**src/rtl/symbol_strobe_recovery.sv**
```systemverilog
// Symbol strobe recovery: regenerates a one-cycle mid-symbol sample strobe
// from an asynchronous NRZ bit stream, aligned to the incoming transitions,
// and reports the sampled bit plus a timing-lock flag.
module symbol_strobe_recovery #(
  parameter int I_CLK_FRQ  = 100_000_000,
  parameter int FREQUENCY  = 1_000,
  parameter int TOL_DIV    = 8,
  parameter int LOCK_EDGES = 4,
  parameter int MAX_RUN    = 16
) (
  input  logic i_clk,
  input  logic rst,
  input  logic en,
  input  logic i_bit,
  output logic o_strobe,
  output logic o_bit,
  output logic o_locked
);

  // Clock cycles per symbol; the design assumes DIV >= 4.
  localparam int DIV = I_CLK_FRQ / FREQUENCY;
  // Edge tolerance, in cycles, either side of the nominal edge position.
  localparam int TOL = DIV / TOL_DIV;
  localparam int CW  = (DIV > 1) ? $clog2(DIV) : 1;
  localparam int GW  = $clog2(LOCK_EDGES + 1);
  localparam int RW  = $clog2(MAX_RUN + 1);

  localparam logic [CW-1:0] CTR_LAST = CW'(DIV - 1);
  localparam logic [CW-1:0] CTR_MID  = CW'(DIV / 2 - 1);
  localparam logic [GW-1:0] GOOD_MAX = GW'(LOCK_EDGES);
  localparam logic [RW-1:0] RUN_MAX  = RW'(MAX_RUN);
  // Late side of the window starts here; early side ends at TOL-1.
  localparam logic [31:0]   WIN_LATE  = 32'(DIV - 1 - TOL);
  localparam logic [31:0]   WIN_EARLY = (TOL > 0) ? 32'(TOL - 1) : 32'd0;

  typedef enum logic [0:0] {
    IDLE  = 1'b0,
    TRACK = 1'b1
  } state_t;

  state_t          state_q, state_d;
  logic [CW-1:0]   ctr_q, ctr_d;
  logic [GW-1:0]   good_q, good_d;
  logic [RW-1:0]   run_q, run_d;
  logic            locked_d, bit_d, strobe_d;

  logic            s1, s2, s3;
  logic            edge_det;
  logic [31:0]     phase;
  logic            in_window;

  // Input synchronizer plus delay flop; runs whether or not en is high so a
  // transition seen while disabled is simply lost.
  always_ff @(posedge i_clk) begin
    if (rst) begin
      s1 <= 1'b0;
      s2 <= 1'b0;
      s3 <= 1'b0;
    end else begin
      s1 <= i_bit;
      s2 <= s1;
      s3 <= s2;
    end
  end

  assign edge_det = s2 ^ s3;

  // Phase of an edge is the counter value in the edge cycle; DIV-1 is nominal.
  assign phase     = 32'(ctr_q);
  assign in_window = (phase >= WIN_LATE) || ((TOL > 0) && (phase <= WIN_EARLY));

  // Next-state, counter and output computation; everything holds unless en.
  always_comb begin
    state_d  = state_q;
    ctr_d    = ctr_q;
    good_d   = good_q;
    run_d    = run_q;
    locked_d = o_locked;
    bit_d    = o_bit;
    strobe_d = 1'b0;

    if (en) begin
      ctr_d = (ctr_q == CTR_LAST) ? '0 : ctr_q + CW'(1);
      case (state_q)
        IDLE: begin
          // First edge only establishes phase; it is not scored.
          if (edge_det) begin
            state_d = TRACK;
            ctr_d   = '0;
            good_d  = '0;
            run_d   = '0;
          end
        end
        TRACK: begin
          if (edge_det) begin
            ctr_d = '0;
            run_d = '0;
            if (in_window) begin
              if (good_q < GOOD_MAX) begin
                good_d = good_q + GW'(1);
              end
              if (good_d == GOOD_MAX) begin
                locked_d = 1'b1;
              end
            end else begin
              good_d   = '0;
              locked_d = 1'b0;
            end
          end else if (ctr_q == CTR_MID) begin
            // Mid-symbol: emit the strobe and sample; an edge here would
            // have taken the branch above and suppressed it.
            strobe_d = 1'b1;
            bit_d    = s2;
            run_d    = run_q + RW'(1);
            if (run_d == RUN_MAX) begin
              state_d  = IDLE;
              locked_d = 1'b0;
              good_d   = '0;
            end
          end
        end
        default: begin
          state_d = IDLE;
        end
      endcase
    end
  end

  // State, counters and registered outputs.
  always_ff @(posedge i_clk) begin
    if (rst) begin
      state_q  <= IDLE;
      ctr_q    <= '0;
      good_q   <= '0;
      run_q    <= '0;
      o_strobe <= 1'b0;
      o_bit    <= 1'b0;
      o_locked <= 1'b0;
    end else begin
      state_q  <= state_d;
      ctr_q    <= ctr_d;
      good_q   <= good_d;
      run_q    <= run_d;
      o_strobe <= strobe_d;
      o_bit    <= bit_d;
      o_locked <= locked_d;
    end
  end

endmodule

```
**config.mk**
```make
export PLATFORM = sky130hd
export DESIGN_NAME = symbol_strobe_recovery
export DESIGN_NICKNAME = d
export VERILOG_FILES = /design/src/rtl/symbol_strobe_recovery.sv
export SDC_FILE = /design/constraint.sdc
export NUM_CORES = 1
export LEC_CHECK = 0
export CELL_PAD_IN_SITES_DETAIL_PLACEMENT = 0
export CELL_PAD_IN_SITES_GLOBAL_PLACEMENT = 1
export CORE_MARGIN = 4
export CORE_UTILIZATION = 29
export DETAILED_ROUTE_END_ITERATION = 10
export HOLD_SLACK_MARGIN = 0.1
export PLACE_DENSITY_LB_ADDON = 0.1
export REMOVE_ABC_BUFFERS = 1
export SLEW_MARGIN = 25
export SYNTH_ARGS = -nofsm -noshare
export SYNTH_HDL_FRONTEND = slang
export SYNTH_SLANG_ARGS = --single-unit
```
**constraint.sdc**
```tcl
create_clock -name i_clk -period 2.64 [get_ports i_clk]
set_clock_uncertainty 0.1 [all_clocks]
set_input_delay 0.396 -clock i_clk [delete_from_list [all_inputs] [get_ports i_clk]]
set_output_delay 0.396 -clock i_clk [all_outputs]
set_load 0.01 [all_outputs]
```
==> out/summary.txt, run 1 <==
Worst-Margin Slew = 0.4853 ns
Die X = 91.71 µm
Die height = 91.71 µm
Reg2Reg Depth = 7
Power per cell area = 461.7 mW/mm²
Max reg flops = 17
# rows = 30
Worst hold slack = 0.3392 ns
Hold Path End = s2
Latest clock arrival within the worst-skew pair = 0.29 ns
Fmax = 0.4303 GHz
RSZ-0062 raised after global routing = false
WL per Instance = 15.26 µm
Initial Util = 29.91%
CTS clk-pin slew, worst paths = 0.08 ns
Slowest cell delay on critical path = 0.51 ns
Count of different cell masters after synthesis = 59
GRT Total Usage = 13.50%
Post-Synth Adder-Cell Area = 2.463%
Root Driver = clkbuf_8
Remaining global-route overflow = 0
Max clock buf depth = 2
Initial antenna violation count = 1
Synthesized area per cell = 8.063 µm²
Hold_buf cts = 0
Most frequent CP cell = nand3_1
Sequential area share after synthesis = 31.53%
CP max FO = 6
Regs by FF count = ctr_q: 17 flops, run_q: 5 flops, good_q: 3 flops
Largest net degree at the start of global routing = 22
CP Launch Type = flop
Post-synth top area share = 31.53%
Endpoints failing hold = 0
Asr flop ratio synth = 0%
Compound-Gate Fraction of Synth Area = 22.54%
CTS buffer count = 5
Simple-Gate Fraction of Synth Area = 34.73%
Primary FF master, synth = dfxtp_1
Worst path required time = 2.73 ns
Slowest CP cell = nor4_1
First-pass GRT wire length = 9225 µm
MaxCap Viol Count = 0
Post-synthesis xor/xnor area fraction = 1.293%
Yosys warns = 0
Initial DRC count = 77
Largest Register = ctr_q
CP Class = flop to flop
WP buf/inv = 0
Post-cts resize count = 0
Detailed-placement wirelength estimate = 3811 µm
Final nets = 262
Layout cells sized above 1 = 14.90%
Final period utilization = 88.02%
Min Tclk post-route = 2.324 ns
Worst VDD drop = 0.2380 mV
Vias in the first global route = 1,801
EDFF count, synth = 0
Final wirelength = 5358 µm
Cells after synthesis = 252
HP Start = s1
Top-count cell post-synth = dfxtp_1
Critical path data arrival time = 2.42 ns
Vias = 1,813
Tot Pwr = 1.052 mW
Num ports = 7
Setup bufs post-CTS = 0
Placer Congestion = 0.7487
Worst path top cell family by delay = simple AND/OR/NAND/NOR gates
Mux contribution to synthesized area = 0%
Worst R2R End = ctr_q[16]
Critical R2R Launch = ctr_q[1]
Fill count = 761
Rel. slew slack = 67.35%
P&R area growth vs syn = 12.13%
CTS tree = built
Run status = finished clean
Reg2reg setup slack = 0.32 ns
Largest cells by area after synthesis = dfxtp_1, a21oi_1, nor2_1
Port Buf Inserts = 6
ANT cells = 0
HP Class = flop to flop
CP endpoint kind = flop
Synth area leader = dfxtp_1
Hold Crit Depth = 1
Post-Syn Area = 0.002032 mm²
Synth cell count leaders = dfxtp_1, nor2_1, a21oi_1
Worst path cell trace = ha_1 > nand3_1 > nor4_1 > nand3_1 > nor3_1 > nor2_1 > a311oi_1
CTS Sinks = 32
Pleak = 0.7458 nW
DR DRC count = 0
Footprint of the multi-input gates = 0.001247 mm²
Core area = 0.006794 mm²
Register bit total from synthesis = 32
Post-route ant nets = 0
Setup violators final = 0
Final Util = 33.54%
Max-slew violation count = 0
DR vias/cell = 5.165
DRT Pass-1 Iters = 5
CTS H-Tree Depth = 2
Sequential cell area = 640.6 µm²
Largest family of logic cells by synthesized area = simple AND/OR/NAND/NOR gates
Die area = 0.008410 mm²
-- per-stage QoR --
| step | area [µm²] | cells | setup TNS (ns) | worst slack [ns] |
|---|---|---|---|---|
| global placement | 2167 | 343 | 0 | 0.3072 |
| CTS | 2278 | 351 | 0 | 0.3203 |
| floorplan | 1899 | 232 | -0.9712 | -0.1481 |
| finish | 2278 | 351 | 0 | 0.3162 |
| detailed placement | 2167 | 343 | 0 | 0.2658 |
| global route | 2278 | 351 | 0 | 0.1336 |
-- layout make-up --
type                            count  area share [%]
Sequential cell                    32           28.12
Clock inverter                      3           1.867
Timing Repair Buffer               15           6.150
Multi-Input combinational cell    195           54.75
Tap cell                           96           5.272
Inverter                            5          0.8237
Clock buffer                        5           3.020
-- cells in the final DEF (no fill, tap or decap), types with 6 or more instances in the layout --
cell,n
a21oi_1,27
and3_1,7
buf_4,8
clkdlybuf4s50_1,6
dfxtp_1,32
nand2_1,14
nand3_1,10
nand4_1,6
nor2_1,28
nor3_1,8
o21ai_0,20
-- kinds of logic (layout without fill, tap and decap cells) --
logic type	after synthesis	in the layout
and+or+nand+nor	116	116
xor gates and xnor gates	3	3
DFF	32	32
buffers and inverters	25	28
adders and majority gates	4	4
AOI/OAI and AO/OA	72	72
-- metal layers --
layer | wire (µm) | share of wire [%] | vias to the layer above | track usage, %
met5 | 13 | 0.24 | - | 0
li1 | - | - | 940 | -
met2 | 2368 | 44 | 23 | 21.55
met4 | 64 | 1.2 | 2 | 4.084
met3 | 198 | 3.7 | 7 | 3.281
met1 | 2713 | 51 | 841 | 17.97
-- where the power goes --
part | leakage [nW] | switching [mW] | internal, mW | total [mW]
logic | 0.433 | 0.0471 | 0.0283 | 0.0754
clock network | 0.0541 | 0.203 | 0.279 | 0.483
registers | 0.259 | 0.00654 | 0.487 | 0.494
-- worst max path at each step --
stage	startpoint	to	slack, ns	depth (start not counted)
after detailed placement	en	good_q[1]	0.27	7
after CTS	ctr_q[1]	ctr_q[16]	0.32	7
after floorplan	ctr_q[0]	ctr_q[10]	-0.15	7
final	ctr_q[1]	ctr_q[16]	0.32	7
after global routing	ctr_q[1]	ctr_q[16]	0.13	7
after global placement	ctr_q[1]	ctr_q[16]	0.31	7
Note: power is estimated with default switching activity, not from simulation.
==> run 2, diff against run 1 <==
--- a/config.mk
+++ b/config.mk
@@ -10,6 +10,7 @@
 export CORE_MARGIN = 4
 export CORE_UTILIZATION = 29
 export DETAILED_ROUTE_END_ITERATION = 10
+export GPL_TIMING_DRIVEN = 1
 export HOLD_SLACK_MARGIN = 0.1
 export PLACE_DENSITY_LB_ADDON = 0.1
 export REMOVE_ABC_BUFFERS = 1
==> results of run 2 <==
The final DEF is identical to that of run 1; final timing and power are the same.
==> run 3, diff against run 2 <==
--- a/config.mk
+++ b/config.mk
@@ -9,6 +9,7 @@
 export CELL_PAD_IN_SITES_GLOBAL_PLACEMENT = 1
 export CORE_MARGIN = 4
 export CORE_UTILIZATION = 29
+export CTS_BUF_LIST = sky130_fd_sc_hd__clkbuf_8
 export DETAILED_ROUTE_END_ITERATION = 10
 export GPL_TIMING_DRIVEN = 1
 export HOLD_SLACK_MARGIN = 0.1
==> constraint.sdc (replaced) <==
create_clock -name i_clk -period 2.4 [get_ports i_clk]
set_clock_uncertainty 0.1 [all_clocks]
set_input_delay 0.36 -clock i_clk [delete_from_list [all_inputs] [get_ports i_clk]]
set_output_delay 0.36 -clock i_clk [all_outputs]
set_load 0.01 [all_outputs]
==> run 3 against run 2 <==
Combinational power rose by 18%; final cell count rose by 4.0%; fmax rose by 6.4%; hold slack got worse by 0.0042 ns; setup slack got worse by 0.10 ns; critical path type unchanged; design area rose by 3.8%; core utilization rose by 1.3 points; largest power group unchanged; global-route usage barely moved; clock power fell by 8.7%; via count rose by 0.99%.
==> out/summary.txt, run 3 (synthesis gave the netlist of run 1 again) <==
Setup violators final = 0 (unchanged)
Max clock buf depth = 2 (unchanged)
Final period utilization = 91.03% (+3.0 points)
Hold Crit Depth = 1 (unchanged)
CTS buffer count = 5 (unchanged)
Vias = 1,831 (+0.99%)
Commonest non-fill, non-tap cell in the layout = dfxtp_1
ANT cells = 0 (unchanged)
CP endpoint kind = flop
Hold_buf cts = 0 (unchanged)
Worst path required time = 2.48 ns (-0.25 ns)
RSZ-0062 raised after global routing = false
Worst slack, placed = 0.1515 ns (-0.1143 ns)
Initial Util = 29.91% (unchanged)
Endpoints failing hold = 0 (unchanged)
DR vias/cell = 5.016 (-2.9%)
Final wirelength = 5346 µm (-0.22%)
First-pass GRT wire length = 9032 µm (-2.1%)
Pleak = 0.8167 nW (+9.5%)
Regs by FF count = ctr_q: 17 flops, run_q: 5 flops, good_q: 3 flops
Hold Path End = s2
P&R area growth vs syn = 16.38%
CTS clk-pin slew, worst paths = 0.07 ns (about the same)
CTS H-Tree Depth = 2 (unchanged)
Critical path data arrival time = 2.26 ns (-0.16 ns)
Max-slew violation count = 0 (unchanged)
CTS Sinks = 32 (unchanged)
HP Start = s1
Port Buf Inserts = 6 (unchanged)
Initial DRC count = 107 (+39%)
Detailed-placement wirelength estimate = 3982 µm (+4.5%)
DR DRC count = 0 (unchanged)
Rel. slew slack = 69.79% (+2.4 points)
WL per Instance = 14.65 µm (-4.1%)
MaxCap Viol Count = 0 (unchanged)
Largest net degree at the start of global routing = 22 (unchanged)
Worst R2R End = good_q[1]
Fill count = 715 (-6.0%)
CP Class = flop to flop
Die area = 0.008410 mm² (unchanged)
Initial antenna violation count = 1 (unchanged)
CP Launch Type = flop
Largest Register = ctr_q
Worst-Margin Slew = 0.4499 ns (-0.03548 ns)
# rows = 30 (unchanged)
Die X = 91.71 µm (unchanged)
Min Tclk post-route = 2.185 ns (-0.1391 ns)
CTS tree = built
Crit path launch = ctr_q[4]
Die height = 91.71 µm (unchanged)
Num ports = 7 (unchanged)
GRT Total Usage = 13.53% (+0.022 points)
Reg2Reg Depth = 6 (-1)
Fin worst setup slack = 0.2153 ns (-0.1009 ns)
Core area = 0.006794 mm² (unchanged)
Post-cts resize count = 0 (unchanged)
CP max FO = 7 (+1)
Vias in the first global route = 1,742 (-3.3%)
Run status = finished clean
Fmax = 0.4577 GHz (+6.4%)
Max reg flops = 17 (unchanged)
Worst hold slack = 0.3350 ns (-0.004205 ns)
Layout cells sized above 1 = 19.33% (+4.4 points)
Root Driver = clkbuf_8
Most frequent cells in the layout = dfxtp_1, nor2_1, a21oi_1
Final Util = 34.81% (+1.3 points)
Setup bufs post-CTS = 0 (unchanged)
DRT Pass-1 Iters = 4 (-1)
Tot Pwr = 1.073 mW (+2.0%)
Power per cell area = 453.5 mW/mm² (-1.8%)
Critical R2R Launch = ctr_q[4]
Worst VDD drop = 0.2244 mV (-5.7%)
Latest clock arrival within the worst-skew pair = 0.28 ns (about the same)
Remaining global-route overflow = 0 (unchanged)
Placer Congestion = 0.7674 (+2.5%)
Final nets = 276 (+5.3%)
Post-route ant nets = 0 (unchanged)
Reg2reg setup slack = 0.22 ns (-0.10 ns)
HP Class = flop to flop
run 3: changes by cell type in the layout (fill, tap and decap cells not counted), sizes merged:
cell | previous run | this run
clkbuf | 5 | 6
bufinv | 1 | 0
clkinv | 1 | 2
clkinvlp | 1 | 0
buf | 9 | 23
run 3: worst max-delay path by stage:
stage	end	slack [ns]	depth (start not counted)
2_1_floorplan	ctr_q[10]	-0.39	7
3_3_place_gp	good_q[1]	0.18	6
3_5_place_dp	good_q[1]	0.15	7
4_1_cts	good_q[1]	0.20	6
5_1_grt	ctr_q[16]	0.05	7
6_report	good_q[1]	0.22	6
run 3: power breakdown:
part	total [mW]	switching (mW)	leakage, nW	internal [mW]
logic	0.0891	0.0533	0.507	0.0358
registers	0.542	0.00572	0.259	0.536
clock network	0.441	0.212	0.0510	0.229
run 3: cell type report:
cell class | instances | area, µm² | share of cell area (%)
inverter | 5 | 18.77 | 0.7937
multi-input combinational | 195 | 1247 | 52.75
clock inverter | 2 | 10.01 | 0.4233
timing repair buffer | 29 | 245.2 | 10.37
tap | 96 | 120.1 | 5.079
clock buffer | 6 | 82.58 | 3.492
sequential | 32 | 640.6 | 27.09
run 3: critical path, cell delays in order, from the launching register on:
cell and delay [ns]:
dfxtp_1 0.45, or3b_1 0.46, nor4_2 0.37, a311o_2 0.23, o211ai_2 0.17, a21boi_2 0.21, o32ai_1 0.08
run 3: routing by layer:
metal	track usage (%)	vias to the layer above	share of wire, %
li1	-	962	-
met3	3.281	6	2.5
met4	4.579	2	0.99
met1	18.44	848	50
met5	0	-	0.24
met2	20.82	13	46
run 3: per-stage QoR:
step | cells | area (µm²) | TNS (ns)
floorplan | 232 | 1899 | -4.450
global placement | 357 | 2272 | 0
detailed placement | 357 | 2272 | 0
CTS | 365 | 2365 | 0
global route | 365 | 2365 | 0
finish | 365 | 2365 | 0
==> RTL change: new RTL, settings of run 2 <==
`TOL_DIV`: 8 -> 6.
--- a/src/rtl/symbol_strobe_recovery.sv
+++ b/src/rtl/symbol_strobe_recovery.sv
@@ -6,3 +6,3 @@
   parameter int FREQUENCY  = 1_000,
-  parameter int TOL_DIV    = 8,
+  parameter int TOL_DIV    = 6,
   parameter int LOCK_EDGES = 4,
Function: same outputs for any inputs over 10 cycles, from zero or initial values and one cycle with rst high; that may be too few to reach the edited logic, so the function may still have changed.
==> RTL change against run 2 <==
  * Sequential cell count did not move
  * Power fell by 0.16%
  * Area after synthesis fell by 7.0%
  * Worst setup slack got worse by 0.068 ns
  * Synthesized cell count fell by 3.2%
  * Routed wire length fell by 8.7%
  * Cell area fell by 5.1%
  * Critical endpoint is now good_q[0]
==> RTL change: results (changes against run 2) <==
### Setup path
* **Critical Path Start** en
* **crit path max-delay cell type** sky130_fd_sc_hd__or4b_4
* **worst endpoint data arrival time** 2.52 ns, +0.10 ns
* **startpoint of the worst register-to-register path** ctr_q[0]
* **destination of the worst register-to-register timing path** good_q[0]
* **flop-to-flop setup slack** 0.28 ns, -0.04 ns

### Pwr
* **overall power** 1.050 mW, -0.16%
* **cell leakage power** 0.7617 nW, +2.1%
* **cell internal pwr** 795.5 µW, about the same
* **worst-case vdd ir drop** 251.4 µV, +5.6%
* **combinational power** 73.9 µW, -2%
* **top power group** sequential cells

### Yosys
* **number of library cell types mapped by synthesis** 50, -15%
* **top post-synthesis cells by count** 33 x sky130_fd_sc_hd__nor2_1, 32 x sky130_fd_sc_hd__dfxtp_1, 22 x sky130_fd_sc_hd__a21oi_1
* **largest cells by area after synthesis** sky130_fd_sc_hd__dfxtp_1 34%, sky130_fd_sc_hd__nor2_1 6.6%, sky130_fd_sc_hd__a21oi_1 5.8%
* **average cell area after synthesis** 7.743 µm², -4.0%
* **sequential share of the synthesized area** 0.3391, +0.02380

### Route
* **met1 layer wirelength in the final routing** 2441 µm, -10%
* **Detailed Routing Iterations Pass 1** 4, -1
* **met3 routed WL** 101 µm, -49%
* **met2 routed WL** 2300 µm, -2.9%
* **DR vias/cell** 5.288, +2.4%
* **DRC violation total after the first TritonRoute iteration** 59, -23%
* **highest routed layer** met4

### Run status
* **result of the run** complete, no violations

### Place
* **cell count after placement** 322, -6.1%
* **area of placed instances** 0.002052 mm², -5.3%
* **gp weighted congestion** 0.8325, +11%
* **half-perimeter wire length of the detailed placement result** 3566 µm, -6.4%
* **worst setup slack after placement** -0.04977 ns, -0.3156 ns

### Global route
* **first-pass GRT wire length** 8618 µm, -6.6%
* **met3 usage in global routing** 0.03911, +0.006292
* **antenna violations before repair** 0, -1
* **Total Routing Usage GR** 0.1391, +0.004012
* **vias in the first global route** 1712, -4.9%
* **met1 track utilization from global routing** 0.1799, +0.0001969
* **maximum number of pins on one net before global-route repair** 18, -18%
* **met2 routing resource usage after global routing** 0.2287, +0.01329

### Timing
* **Tightest Pin Transition** 0.5892 ns, +0.1039 ns
* **worst hold slack across all endpoints** 0.3327 ns, -0.006510 ns
* **Final min period** 2.392 ns, +0.06779 ns

### Final layout
* **Finished Layout Cells** 330, -6.0%
* **filler cell count in the final layout** 690, -9.3%
* **number of diodes added for antenna fixing** 0, unchanged

### Clocking
* **count of cells resized by post-cts repair** 0, unchanged

[RTL change: changes by cell type after synthesis, sizes merged, moves of 4 or more]
cell,before,now
o21ai,22,17
a21o,4,0
a21oi,27,22
a311oi,3,7
nor2,29,33
buf,13,8
nand2,14,20
[RTL change: area by class of cell]
type,count,area (µm²),area share
clock inverters,3,42.54,0.01966
clock buffers,5,68.82,0.03181
repair buffers,19,157.7,0.07287
multi-input cells,187,1131,0.5228
well taps,77,96.34,0.04453
inverters,7,26.28,0.01215
flip-flops and latches,32,640.6,0.2961
[RTL change: kinds of logic (layout without fill, tap and decap cells)]
group | after synthesis | in the layout | synth area share
and+or+nand+nor | 113 | 113 | 0.3219
AOI/OAI and AO/OA | 66 | 66 | 0.2298
DFF | 32 | 32 | 0.3391
buffers and inverters | 25 | 34 | 0.06226
adders and majority gates | 5 | 5 | 0.03311
xor gates and xnor gates | 3 | 3 | 0.01391
